### src/rtl/icode_pkg.sv
// Shared definitions for the instruction fetch slice.
//   ADDR_W / DATA_W    : program-memory address and instruction byte widths
//   HALT_CODE_DEFAULT  : opcode that ends a fetch run
//   state_t            : fetch controller states
package icode_pkg;

  localparam int ADDR_W = 8;
  localparam int DATA_W = 8;

  localparam logic [DATA_W-1:0] HALT_CODE_DEFAULT = 8'hFF;

  typedef enum logic [1:0] {
    ST_IDLE  = 2'd0,
    ST_FETCH = 2'd1,
    ST_HALT  = 2'd2
  } state_t;

endpackage

### src/rtl/icode_fifo.sv
// Show-ahead prefetch FIFO for instruction bytes.
//   clk, rst (async, active-low)
//   push/din   : write one byte (ignored when full)
//   pop        : consume head byte (ignored when empty)
//   flush      : discard all contents; wins over push/pop in the same cycle
//   dout       : current head byte, 0 while empty
//   count      : number of stored bytes (0..DEPTH)
//   empty      : no byte stored
module icode_fifo #(
  parameter int DEPTH = 4,
  parameter int WIDTH = 8
) (
  input  logic                       clk,
  input  logic                       rst,
  input  logic                       push,
  input  logic [WIDTH-1:0]           din,
  input  logic                       pop,
  input  logic                       flush,
  output logic [WIDTH-1:0]           dout,
  output logic [$clog2(DEPTH):0]     count,
  output logic                       empty
);

  localparam int AW = $clog2(DEPTH);
  localparam int CW = AW + 1;

  logic [WIDTH-1:0] mem [DEPTH];
  logic [AW-1:0]    wr_ptr_reg;
  logic [AW-1:0]    rd_ptr_reg;
  logic [CW-1:0]    count_reg;
  logic             full;
  logic             do_push;
  logic             do_pop;

  assign empty   = (count_reg == '0);
  assign full    = (count_reg == CW'(DEPTH));
  assign do_push = push && !full;
  assign do_pop  = pop && !empty;
  assign count   = count_reg;

  // Head is read combinationally so the consumer sees the byte in the same
  // cycle it becomes valid; the empty gate keeps the output at 0 otherwise.
  assign dout = empty ? '0 : mem[rd_ptr_reg];

  always_ff @(posedge clk) begin
    if (do_push) begin
      mem[wr_ptr_reg] <= din;
    end
  end

  // DEPTH is a power of two, so the pointers wrap on their own.
  always_ff @(posedge clk or negedge rst) begin
    if (!rst) begin
      wr_ptr_reg <= '0;
      rd_ptr_reg <= '0;
      count_reg  <= '0;
    end else if (flush) begin
      wr_ptr_reg <= '0;
      rd_ptr_reg <= '0;
      count_reg  <= '0;
    end else begin
      if (do_push) wr_ptr_reg <= wr_ptr_reg + AW'(1);
      if (do_pop)  rd_ptr_reg <= rd_ptr_reg + AW'(1);
      count_reg <= count_reg + CW'(do_push) - CW'(do_pop);
    end
  end

endmodule

### src/rtl/icode_fetch.sv
// Instruction prefetch unit: reads program memory ahead of the processor
// and buffers bytes in a small FIFO.
//   clk, rst (async, active-low)
//   start/start_addr  : begin fetching (IDLE), or leave HALT loading pc
//   jmp_en/jmp_addr   : flush buffered/in-flight bytes and reload pc
//   stop              : stop issuing reads; buffered bytes stay deliverable
//   pmem_en/pmem_addr : read request, data on pmem_rdata one cycle later
//   ICODE/icode_valid/icode_ready : byte stream to the processor
//   busy              : fetching or bytes still buffered
//   pc                : next address to be issued
module icode_fetch
  import icode_pkg::*;
#(
  parameter int                DEPTH     = 4,
  parameter logic [DATA_W-1:0] HALT_CODE = HALT_CODE_DEFAULT
) (
  input  logic              clk,
  input  logic              rst,
  input  logic              start,
  input  logic [ADDR_W-1:0] start_addr,
  input  logic              jmp_en,
  input  logic [ADDR_W-1:0] jmp_addr,
  input  logic              stop,
  output logic              pmem_en,
  output logic [ADDR_W-1:0] pmem_addr,
  input  logic [DATA_W-1:0] pmem_rdata,
  output logic [DATA_W-1:0] ICODE,
  output logic              icode_valid,
  input  logic              icode_ready,
  output logic              busy,
  output logic [ADDR_W-1:0] pc
);

  localparam int CW = $clog2(DEPTH) + 1;

  state_t            state_reg, state_next;
  logic [ADDR_W-1:0] pc_reg, pc_next;
  logic              pmem_en_reg, pmem_en_next;
  logic [ADDR_W-1:0] pmem_addr_reg, pmem_addr_next;
  // rvalid_reg marks that pmem_rdata carries the answer to last cycle's read.
  logic              rvalid_reg, rvalid_next;

  logic [CW-1:0]     fifo_count;
  logic              fifo_empty;
  logic [CW:0]       occupancy;
  logic              can_issue;
  logic              halt_write;

  icode_fifo #(
    .DEPTH (DEPTH),
    .WIDTH (DATA_W)
  ) u_fifo (
    .clk   (clk),
    .rst   (rst),
    .push  (rvalid_reg),
    .din   (pmem_rdata),
    .pop   (icode_ready),
    .flush (jmp_en),
    .dout  (ICODE),
    .count (fifo_count),
    .empty (fifo_empty)
  );

  // Both the read presented this cycle and the data on the bus will land in
  // the FIFO, so they reserve slots. A pop this cycle is deliberately not
  // credited: it costs at most one idle slot and keeps the check simple.
  assign occupancy  = {1'b0, fifo_count} + (CW+1)'(pmem_en_reg) + (CW+1)'(rvalid_reg);
  assign can_issue  = occupancy < (CW+1)'(DEPTH);
  assign halt_write = rvalid_reg && (pmem_rdata == HALT_CODE) && (state_reg == ST_FETCH);

  always_comb begin
    state_next     = state_reg;
    pc_next        = pc_reg;
    pmem_en_next   = 1'b0;
    pmem_addr_next = pmem_addr_reg;
    rvalid_next    = pmem_en_reg;

    if (jmp_en) begin
      // Redirect wins over everything: the read the memory captures at this
      // edge is thrown away, and FETCH re-issues from jmp_addr next cycle.
      pc_next     = jmp_addr;
      rvalid_next = 1'b0;
    end else begin
      case (state_reg)
        ST_IDLE: begin
          if (start && !stop) begin
            state_next     = ST_FETCH;
            pmem_en_next   = 1'b1;
            pmem_addr_next = start_addr;
            pc_next        = start_addr + 8'd1;
          end
        end
        ST_FETCH: begin
          if (stop) begin
            // Outstanding read still completes via rvalid_next.
            state_next = ST_IDLE;
          end else if (halt_write) begin
            state_next  = ST_HALT;
            rvalid_next = 1'b0;
          end else if (can_issue) begin
            pmem_en_next   = 1'b1;
            pmem_addr_next = pc_reg;
            pc_next        = pc_reg + 8'd1;
          end
        end
        ST_HALT: begin
          if (start && !stop) begin
            state_next = ST_IDLE;
            pc_next    = start_addr;
          end
        end
        default: state_next = ST_IDLE;
      endcase
    end
  end

  always_ff @(posedge clk or negedge rst) begin
    if (!rst) begin
      state_reg     <= ST_IDLE;
      pc_reg        <= '0;
      pmem_en_reg   <= 1'b0;
      pmem_addr_reg <= '0;
      rvalid_reg    <= 1'b0;
    end else begin
      state_reg     <= state_next;
      pc_reg        <= pc_next;
      pmem_en_reg   <= pmem_en_next;
      pmem_addr_reg <= pmem_addr_next;
      rvalid_reg    <= rvalid_next;
    end
  end

  assign pmem_en     = pmem_en_reg;
  assign pmem_addr   = pmem_addr_reg;
  assign pc          = pc_reg;
  assign icode_valid = !fifo_empty;
  assign busy        = (state_reg == ST_FETCH) || !fifo_empty;

endmodule
### config.mk
export PLATFORM = sky130hd
export DESIGN_NAME = icode_fetch
export DESIGN_NICKNAME = d
export VERILOG_FILES = /design/src/rtl/icode_pkg.sv /design/src/rtl/icode_fifo.sv /design/src/rtl/icode_fetch.sv
export SDC_FILE = /design/constraint.sdc
export NUM_CORES = 1
export LEC_CHECK = 0
export BUFFER_PORTS_ARGS = -buffer_cell sky130_fd_sc_hd__buf_2
export CORE_ASPECT_RATIO = 0.5
export CORE_MARGIN = 3
export CORE_UTILIZATION = 55
export CTS_BUF_LIST = sky130_fd_sc_hd__clkbuf_16
export DETAILED_ROUTE_END_ITERATION = 6
export PLACE_DENSITY_LB_ADDON = 0.2
export SYNTH_ARGS = -nofsm -noshare
export SYNTH_HDL_FRONTEND = slang
export SYNTH_SLANG_ARGS = --single-unit
### constraint.sdc
create_clock -name clk -period 3.8 [get_ports clk]
set_input_delay 0.38 -clock clk [delete_from_list [all_inputs] [get_ports clk]]
set_output_delay 0.38 -clock clk [all_outputs]
set_load 0.02 [all_outputs]
==> results of run 1 <==
==> worst max-delay path, delay by kind of cell (launching register included) <==
kind | cells | cell delay (ps)
buf+inv | 2 | 110
fa+ha+maj | 3 | 770
flops | 1 | 440
simple gates | 3 | 870
xor+xnor | 1 | 170
==> through the flow <==
stage               hold slack (ps)  cell area (um2)  util [%]  power [uW]
floorplan                      84.4             3050         -        1730
global placement                427             3380      65.8        1990
detailed placement              437             3380      65.8        2020
CTS                            87.2             3700      72.0        2880
global route                    118             3700      72.0        3030
finish                         71.4             3700      72.0        2860
==> cell type report <==
| cell class | count | area [um2] |
|---|---|---|
| flip-flops and latches | 59 | 1640 |
| fillers | 371 | 1440 |
| multi-input cells | 155 | 1310 |
| repair buffers | 57 | 288 |
| clock buffers | 9 | 225 |
| clock inverters | 7 | 92.6 |
| well taps | 70 | 87.6 |
| inverters | 15 | 56.3 |
==> routing by layer <==
metal | up-vias | part of all wire (%) | GRT usage (%)
li1 | 990 | - | -
met1 | 1007 | 43 | 24.9
met2 | 76 | 48 | 35.0
met3 | 10 | 6.9 | 7.39
met4 | 0 | 1.2 | 7.63
met5 | - | 0 | 0
==> synth_stat cells, types with 2 or more instances <==
library cell and n:
nor2b_1 3, nor3b_1 2, nand2b_1 2, o22ai_1 5, edfxtp_1 32, nand3_1 5, xnor2_1 5, mux2_2 11
mux4_2 8, nor2_1 15, a211o_1 2, xor2_1 6, dfrtp_1 27, mux2i_1 12, mux2_4 4, a21oi_1 11
or3_1 2, ha_1 12, a31o_2 2, and2_1 13, nor3_1 2, nand4_1 2, a22oi_1 2, buf_2 3
clkbuf_1 6, nand2_1 8, inv_1 15, nand3b_1 2, o21ai_0 5
==> power by group <==
| group | leakage, uW | switching, uW | internal (uW) |
|---|---|---|---|
| Sequential | 0.000623 | 131 | 798 |
| Clock | 0.000149 | 281 | 570 |
| Combinational | 0.000817 | 586 | 498 |
==> worst paths after layout <==
kind                            depth (start not counted)                        end  slack (ps)                      start
worst max-delay path                                    9  u_fifo.count[2]$_DFF_PN0_        1310  u_fifo.count[1]$_DFF_PN0_
max in group asynchronous                               1   pmem_addr[7]$_DFFE_PN0P_        3320                        rst
worst min register to register                          1   pmem_addr[7]$_DFFE_PN0P_         510   pmem_addr[7]$_DFFE_PN0P_
worst max register to register                          9  u_fifo.count[2]$_DFF_PN0_        1310  u_fifo.count[1]$_DFF_PN0_
worst min-delay path                                    1       rvalid_reg$_DFF_PN0_          70                        rst
min in group clk                                        2          pmem_en$_DFF_PN0_         270                       stop
==> layout by cell type, fill, tap and decap left out, drive strengths merged, types with 6 or more instances in the layout <==
master and count:
and2 13, clkbuf 9, mux2i 12, nor2 15, mux2 15, xor2 6, a21oi 11, dfrtp 27
buf 57, mux4 8, ha 12, inv 15, edfxtp 32, nand2 8
==> cell families after synthesis <==
group                      after synthesis  synth area share (%)
xor gates and xnor gates                11                  3.15
adders and majority gates               13                  5.57
AOI/OAI and AO/OA                       35                  7.74
DFF                                     59                  53.6
buffers and inverters                   25                  3.44
and+or+nand+nor                         61                  10.7
muxes                                   35                  15.9
==> results.sh, run 1 <==
export IMPL_antenna_found_initial=0
export IMPL_rsz0062_at_grt="false"
export IMPL_slew_headroom_pct=58.5
export IMPL_required_ps=3990
export IMPL_dp_slack_ps=1320
export IMPL_slew_viol_final=0
export IMPL_antenna_left=0
export IMPL_remaining_drc_errors=0
export IMPL_globalplace_congestion=0.823
export IMPL_post_cts_buffers=0
export IMPL_postCtsHoldBufs=0
export IMPL_cts_root_buf="clkbuf_16"
export IMPL_power_density_mw_per_mm2=774
export IMPL_synth_area_per_cell_um2=12.8
export IMPL_syn_nets=282
export IMPL_cts_tree="done"
export IMPL_std_cell_rows=18
export IMPL_cts_buffers=9
export IMPL_crit_type="flop to flop"
export IMPL_cp_slowest_stage_delay_ps=540
export IMPL_synth_top_area_share_pct=31.5
export IMPL_drive_gt1_share_pct=32.8
export IMPL_grt_max_degree=28
export IMPL_drtPass1Iterations=4
export IMPL_cpMaxStageDelayCell="or3_1"
export IMPL_vias=2083
export IMPL_die_w_um=111
export IMPL_post_cts_resized=0
export IMPL_fin_skew_ps=4.99
export IMPL_fin_ws_ps=1310
export IMPL_io_pins=57
export IMPL_synth_area_mm2=0.00305
export IMPL_port_buffers=56
export IMPL_grt_usage_pct=20.6
export IMPL_crit_fanout=11
export IMPL_critPathLaunchType="flop"
export IMPL_drv_cap=0
export IMPL_die_h_um=58.7
export IMPL_die_area_mm2=0.00654
export IMPL_dp_cells=356
export IMPL_p_leak_uw=0.00159
export IMPL_syn2layout_area_growth_pct=21.1
export IMPL_ys_seq_area_share_pct=53.6
export IMPL_max_vdd_ir_drop_uv=445
export IMPL_clock_latency_ps=320
export IMPL_clock_sinks=59
export IMPL_postRouteWirelength_um=6170
export IMPL_ys_types=44
export IMPL_synthArstFlopShare_pct=45.8
export IMPL_fmax_ghz=0.401
export IMPL_start_util_pct=59.5
export IMPL_worst_slew_pin_slew_ps=623
export IMPL_grt_pass1_vias=2128
export IMPL_fp_coreArea_mm2=0.00513
export IMPL_layout_min_cycle_time_ps=2490
export IMPL_clk_pin_slew_ps=50
export IMPL_instances_no_fill=372
export IMPL_run_status="finished, final reports clean"
export IMPL_worstPathArrival_ps=2680
export IMPL_ys_warn_count=0
export IMPL_synth_largest_area_cell="edfxtp_1"
export IMPL_tns_ps=0
export IMPL_vias_per_cell=5.60
export IMPL_clockBufferDepth=2
export IMPL_largest_reg_flops=32
export IMPL_overflow=0
export IMPL_routedWlPerCell_um=16.6
export IMPL_h_tree_depth=3
export IMPL_setup_viol=0
export IMPL_endpoint_kind="flop"
export IMPL_num_antenna_cells=0
export IMPL_drt_initial_drc_count=61
export IMPL_crit_chain="or3_1 > and2_1 > ha_1 > inv_1 > ha_1 > inv_1 > fa_1 > xnor2_1 > nor2_1"
export IMPL_synth_area_top_cells="edfxtp_1, dfrtp_1, mux4_2, ha_1, mux2_2"
export IMPL_final_nets=340
export IMPL_syn_instance_count=239
export IMPL_hold_violations=0
export IMPL_synth_seq_cells=59
export IMPL_synth_edf_count=32
export IMPL_period_share_pct=65.6
export IMPL_dp_hpwl_um=4250
export IMPL_hp_class="primary input to async pin"
export IMPL_grt_pass1_wl_um=10200
export IMPL_synth_flop_cell="edfxtp_1"
Power figures use the tool's default switching activity.
==> run 2, diff against run 1 <==
--- a/config.mk
+++ b/config.mk
@@ -5,10 +5,11 @@
 export SDC_FILE = /design/constraint.sdc
 export NUM_CORES = 1
 export LEC_CHECK = 0
+export ABC_AREA = 1
 export BUFFER_PORTS_ARGS = -buffer_cell sky130_fd_sc_hd__buf_2
 export CORE_ASPECT_RATIO = 0.5
 export CORE_MARGIN = 3
-export CORE_UTILIZATION = 55
+export CORE_UTILIZATION = 56
 export CTS_BUF_LIST = sky130_fd_sc_hd__clkbuf_16
 export DETAILED_ROUTE_END_ITERATION = 6
 export PLACE_DENSITY_LB_ADDON = 0.2
==> constraint.sdc (replaced) <==
create_clock -name clk -period 2.6 [get_ports clk]
set_input_delay 0.26 -clock clk [delete_from_list [all_inputs] [get_ports clk]]
set_output_delay 0.26 -clock clk [all_outputs]
set_load 0.02 [all_outputs]
==> run 2 against run 1 <==
Effect of this change:
- register-to-register slack worse by 830 ps
- critical path type is now flop to primary output
- cell count is 34% higher
- highest routed layer unchanged
- non-clock buffer count is 4 higher
- combinational power is 84% higher
==> results.sh, run 2 <==
export IMPL_run_status="finished, final reports clean"
export IMPL_fp_coreArea_mm2=0.00513
export IMPL_synth_seq_cells=59
export IMPL_synthArstFlopShare_pct=45.8
export IMPL_period_share_pct=84.4
export IMPL_syn_nets=407
export IMPL_setup_viol=0
export IMPL_vias_per_cell=5.33
export IMPL_synth_flop_cell="edfxtp_1"
export IMPL_port_buffers=56
export IMPL_die_h_um=58.8
export IMPL_worstPathArrival_ps=1930
export IMPL_syn_instance_count=364
export IMPL_power_density_mw_per_mm2=1210
export IMPL_slew_headroom_pct=49.6
export IMPL_required_ps=2340
export IMPL_p_leak_uw=0.00180
export IMPL_ys_seq_area_share_pct=52.5
export IMPL_drtPass1Iterations=5
export IMPL_p_int_uw=2650
export IMPL_routedWlPerCell_um=14.9
export IMPL_worst_slew_pin_slew_ps=753
export IMPL_hold_depth=2
export IMPL_vias=2664
export IMPL_start_util_pct=60.7
export IMPL_synth_top_area_share_pct=30.8
export IMPL_largest_reg_flops=32
export IMPL_syn2layout_area_growth_pct=20.7
export IMPL_globalplace_congestion=0.839
export IMPL_layout_min_cycle_time_ps=2190
export IMPL_grt_pass1_vias=2672
export IMPL_final_cell_mix="nand2_1, nor2_1, buf_2"
export IMPL_synth_common_cells="nand2_1, nor2_1, inv_1"
export IMPL_antenna_found_initial=0
export IMPL_std_cell_rows=18
export IMPL_mostFrequentLayoutCell="nand2_1"
export IMPL_die_area_mm2=0.00655
export IMPL_rsz0062_at_grt="false"
export IMPL_crit_fanout=9
export IMPL_clockBufferDepth=2
export IMPL_postRouteWirelength_um=7440
export IMPL_r2r_worst_path_cells=12
export IMPL_yosysMostFrequentCell="nand2_1"
export IMPL_grt_usage_pct=24.6
export IMPL_antenna_left=0
export IMPL_cts_tree="done"
export IMPL_h_tree_depth=3
export IMPL_p_sw_share_pct=42.0
export IMPL_clk_pin_slew_ps=50
export IMPL_overflow=0
export IMPL_tns_ps=0
export IMPL_endpoint_kind="primary output"
export IMPL_dpl_instance_area_mm2=0.00344
export IMPL_critPathLaunchType="flop"
export IMPL_ys_types=32
export IMPL_grt_pass1_wl_um=12300
export IMPL_hp_class="primary input to flop"
export IMPL_num_antenna_cells=0
export IMPL_grt_max_degree=28
export IMPL_synth_area_per_cell_um2=8.57
export IMPL_switchingPower_uw=1920
export IMPL_fin_skew_ps=4.48
export IMPL_clock_latency_ps=330
export IMPL_cts_root_buf="clkbuf_16"
export IMPL_drv_cap=0
export IMPL_synth_edf_count=32
export IMPL_design_area_mm2=0.00376
export IMPL_synth_area_mm2=0.00312
export IMPL_crit_type="flop to primary output"
export IMPL_total_power_uw=4570
export IMPL_cts_buffers=9
export IMPL_hold_violations=0
export IMPL_clockPowerShare_pct=26.9
export IMPL_io_pins=57
export IMPL_drive_gt1_share_pct=21.6
export IMPL_clock_sinks=59
export IMPL_comb_power_share_pct=43.5
export IMPL_remaining_drc_errors=0
export IMPL_ys_warn_count=0
export IMPL_fmax_ghz=0.456
export IMPL_synth_largest_area_cell="edfxtp_1"
export IMPL_synth_area_top_cells="edfxtp_1, dfrtp_1, nand2_1, nor2_1, ha_1"
export IMPL_fin_ws_ps=406
export IMPL_die_w_um=112
export IMPL_max_vdd_ir_drop_uv=649
export IMPL_dp_slack_ps=507
export IMPL_dp_hpwl_um=5020
export IMPL_hold_slack_ps=141
export IMPL_fillers=391
export IMPL_seq_power_share_pct=29.6
export IMPL_final_nets=468
export IMPL_slew_viol_final=0
export IMPL_drt_initial_drc_count=259
-- run 2: changes by cell type in the layout (fill, tap and decap cells not counted), moves of 8 or more --
| cell | delta |
|---|---|
| nor2_1 | +41 |
| inv_1 | +20 |
| mux2_2 | -11 |
| and2_1 | -13 |
| nand3_1 | +20 |
| mux4_2 | -8 |
| nand2_1 | +89 |
| mux2i_1 | -12 |
| o21ai_0 | +20 |
-- run 2: what timing repair did --
action                                  in CTS  in global routing
resized for setup                            0                  0
setup buffers                                0                  0
hold buffers                                 1                  0
endpoints found under the setup margin       0                  0
endpoints found under the hold margin       27                  0
-- run 2: logic make-up after synthesis --
| group | after synthesis | synth area share [%] |
|---|---|---|
| flip-flops | 59 | 52.5 |
| AND/OR/NAND/NOR | 189 | 24.9 |
| buffers and inverters | 47 | 6.62 |
| AO/OA/AOI/OAI | 55 | 10.3 |
| XOR/XNOR | 1 | 0.281 |
| adder cells (fa/ha/maj) | 13 | 5.46 |
-- run 2: layout make-up --
| type | count | area, um2 | area share (%) |
|---|---|---|---|
| clock buffer | 9 | 225 | 5.98 |
| clock inverter | 7 | 85.1 | 2.26 |
| inverter | 36 | 135 | 3.59 |
| multi-input combinational | 258 | 1270 | 33.9 |
| sequential | 59 | 1640 | 43.5 |
| tap | 70 | 87.6 | 2.33 |
| timing repair buffer | 61 | 320 | 8.51 |
-- run 2: power by group through the flow --
stage          registers [uW]  logic, uW  clock network (uW)
6_report                 1350       1990                1230
5_1_grt                  1370       2220                1280
4_1_cts                  1350       1980                1230
3_5_place_dp             1360       1950                   0
3_3_place_gp             1350       1890                   0
2_1_floorplan            1460       1320                   0
-- run 2: metal layers --
| layer | vias up | part of all wire [%] | track usage, % |
|---|---|---|---|
| met5 | - | 0 | 0 |
| met4 | 0 | 1.6 | 8.15 |
| met3 | 15 | 7.7 | 10.2 |
| met2 | 108 | 48 | 42.1 |
| met1 | 1233 | 42 | 28.8 |
| li1 | 1308 | - | - |
-- run 2: through the flow --
| step | cells | utilization [%] |
|---|---|---|
| after global routing | 500 | 73.3 |
| after CTS | 500 | 73.3 |
| final | 500 | 73.3 |
| after detailed placement | 483 | 67.1 |
| after global placement | 483 | 67.1 |
| after floorplan | 364 | - |
-- run 2: final timing paths --
kind | from | end | slack [ps]
min reg2reg | pmem_addr[0]$_DFFE_PN0P_ | pmem_addr[0]$_DFFE_PN0P_ | 470
max in group asynchronous | rst | pc[5]$_DFFE_PN0P_ | 1670
min in group asynchronous | rst | u_fifo.wr_ptr_reg[1]$_DFFE_PN0P_ | 510
max reg2reg | u_fifo.count[0]$_DFF_PN0_ | pc[7]$_DFFE_PN0P_ | 480
max | u_fifo.rd_ptr_reg[1]$_DFFE_PN0P_ | ICODE[7] | 410
min | stop | state_reg[1]$_DFFE_PN0P_ | 140
-- run 2: worst max-delay path, cell delays in order, from the launching register on --
cell and delay [ps]:
dfrtp_1 560, clkinv_1 390, nor2_1 220, o21ai_0 130, a21oi_1 140, buf_2 170
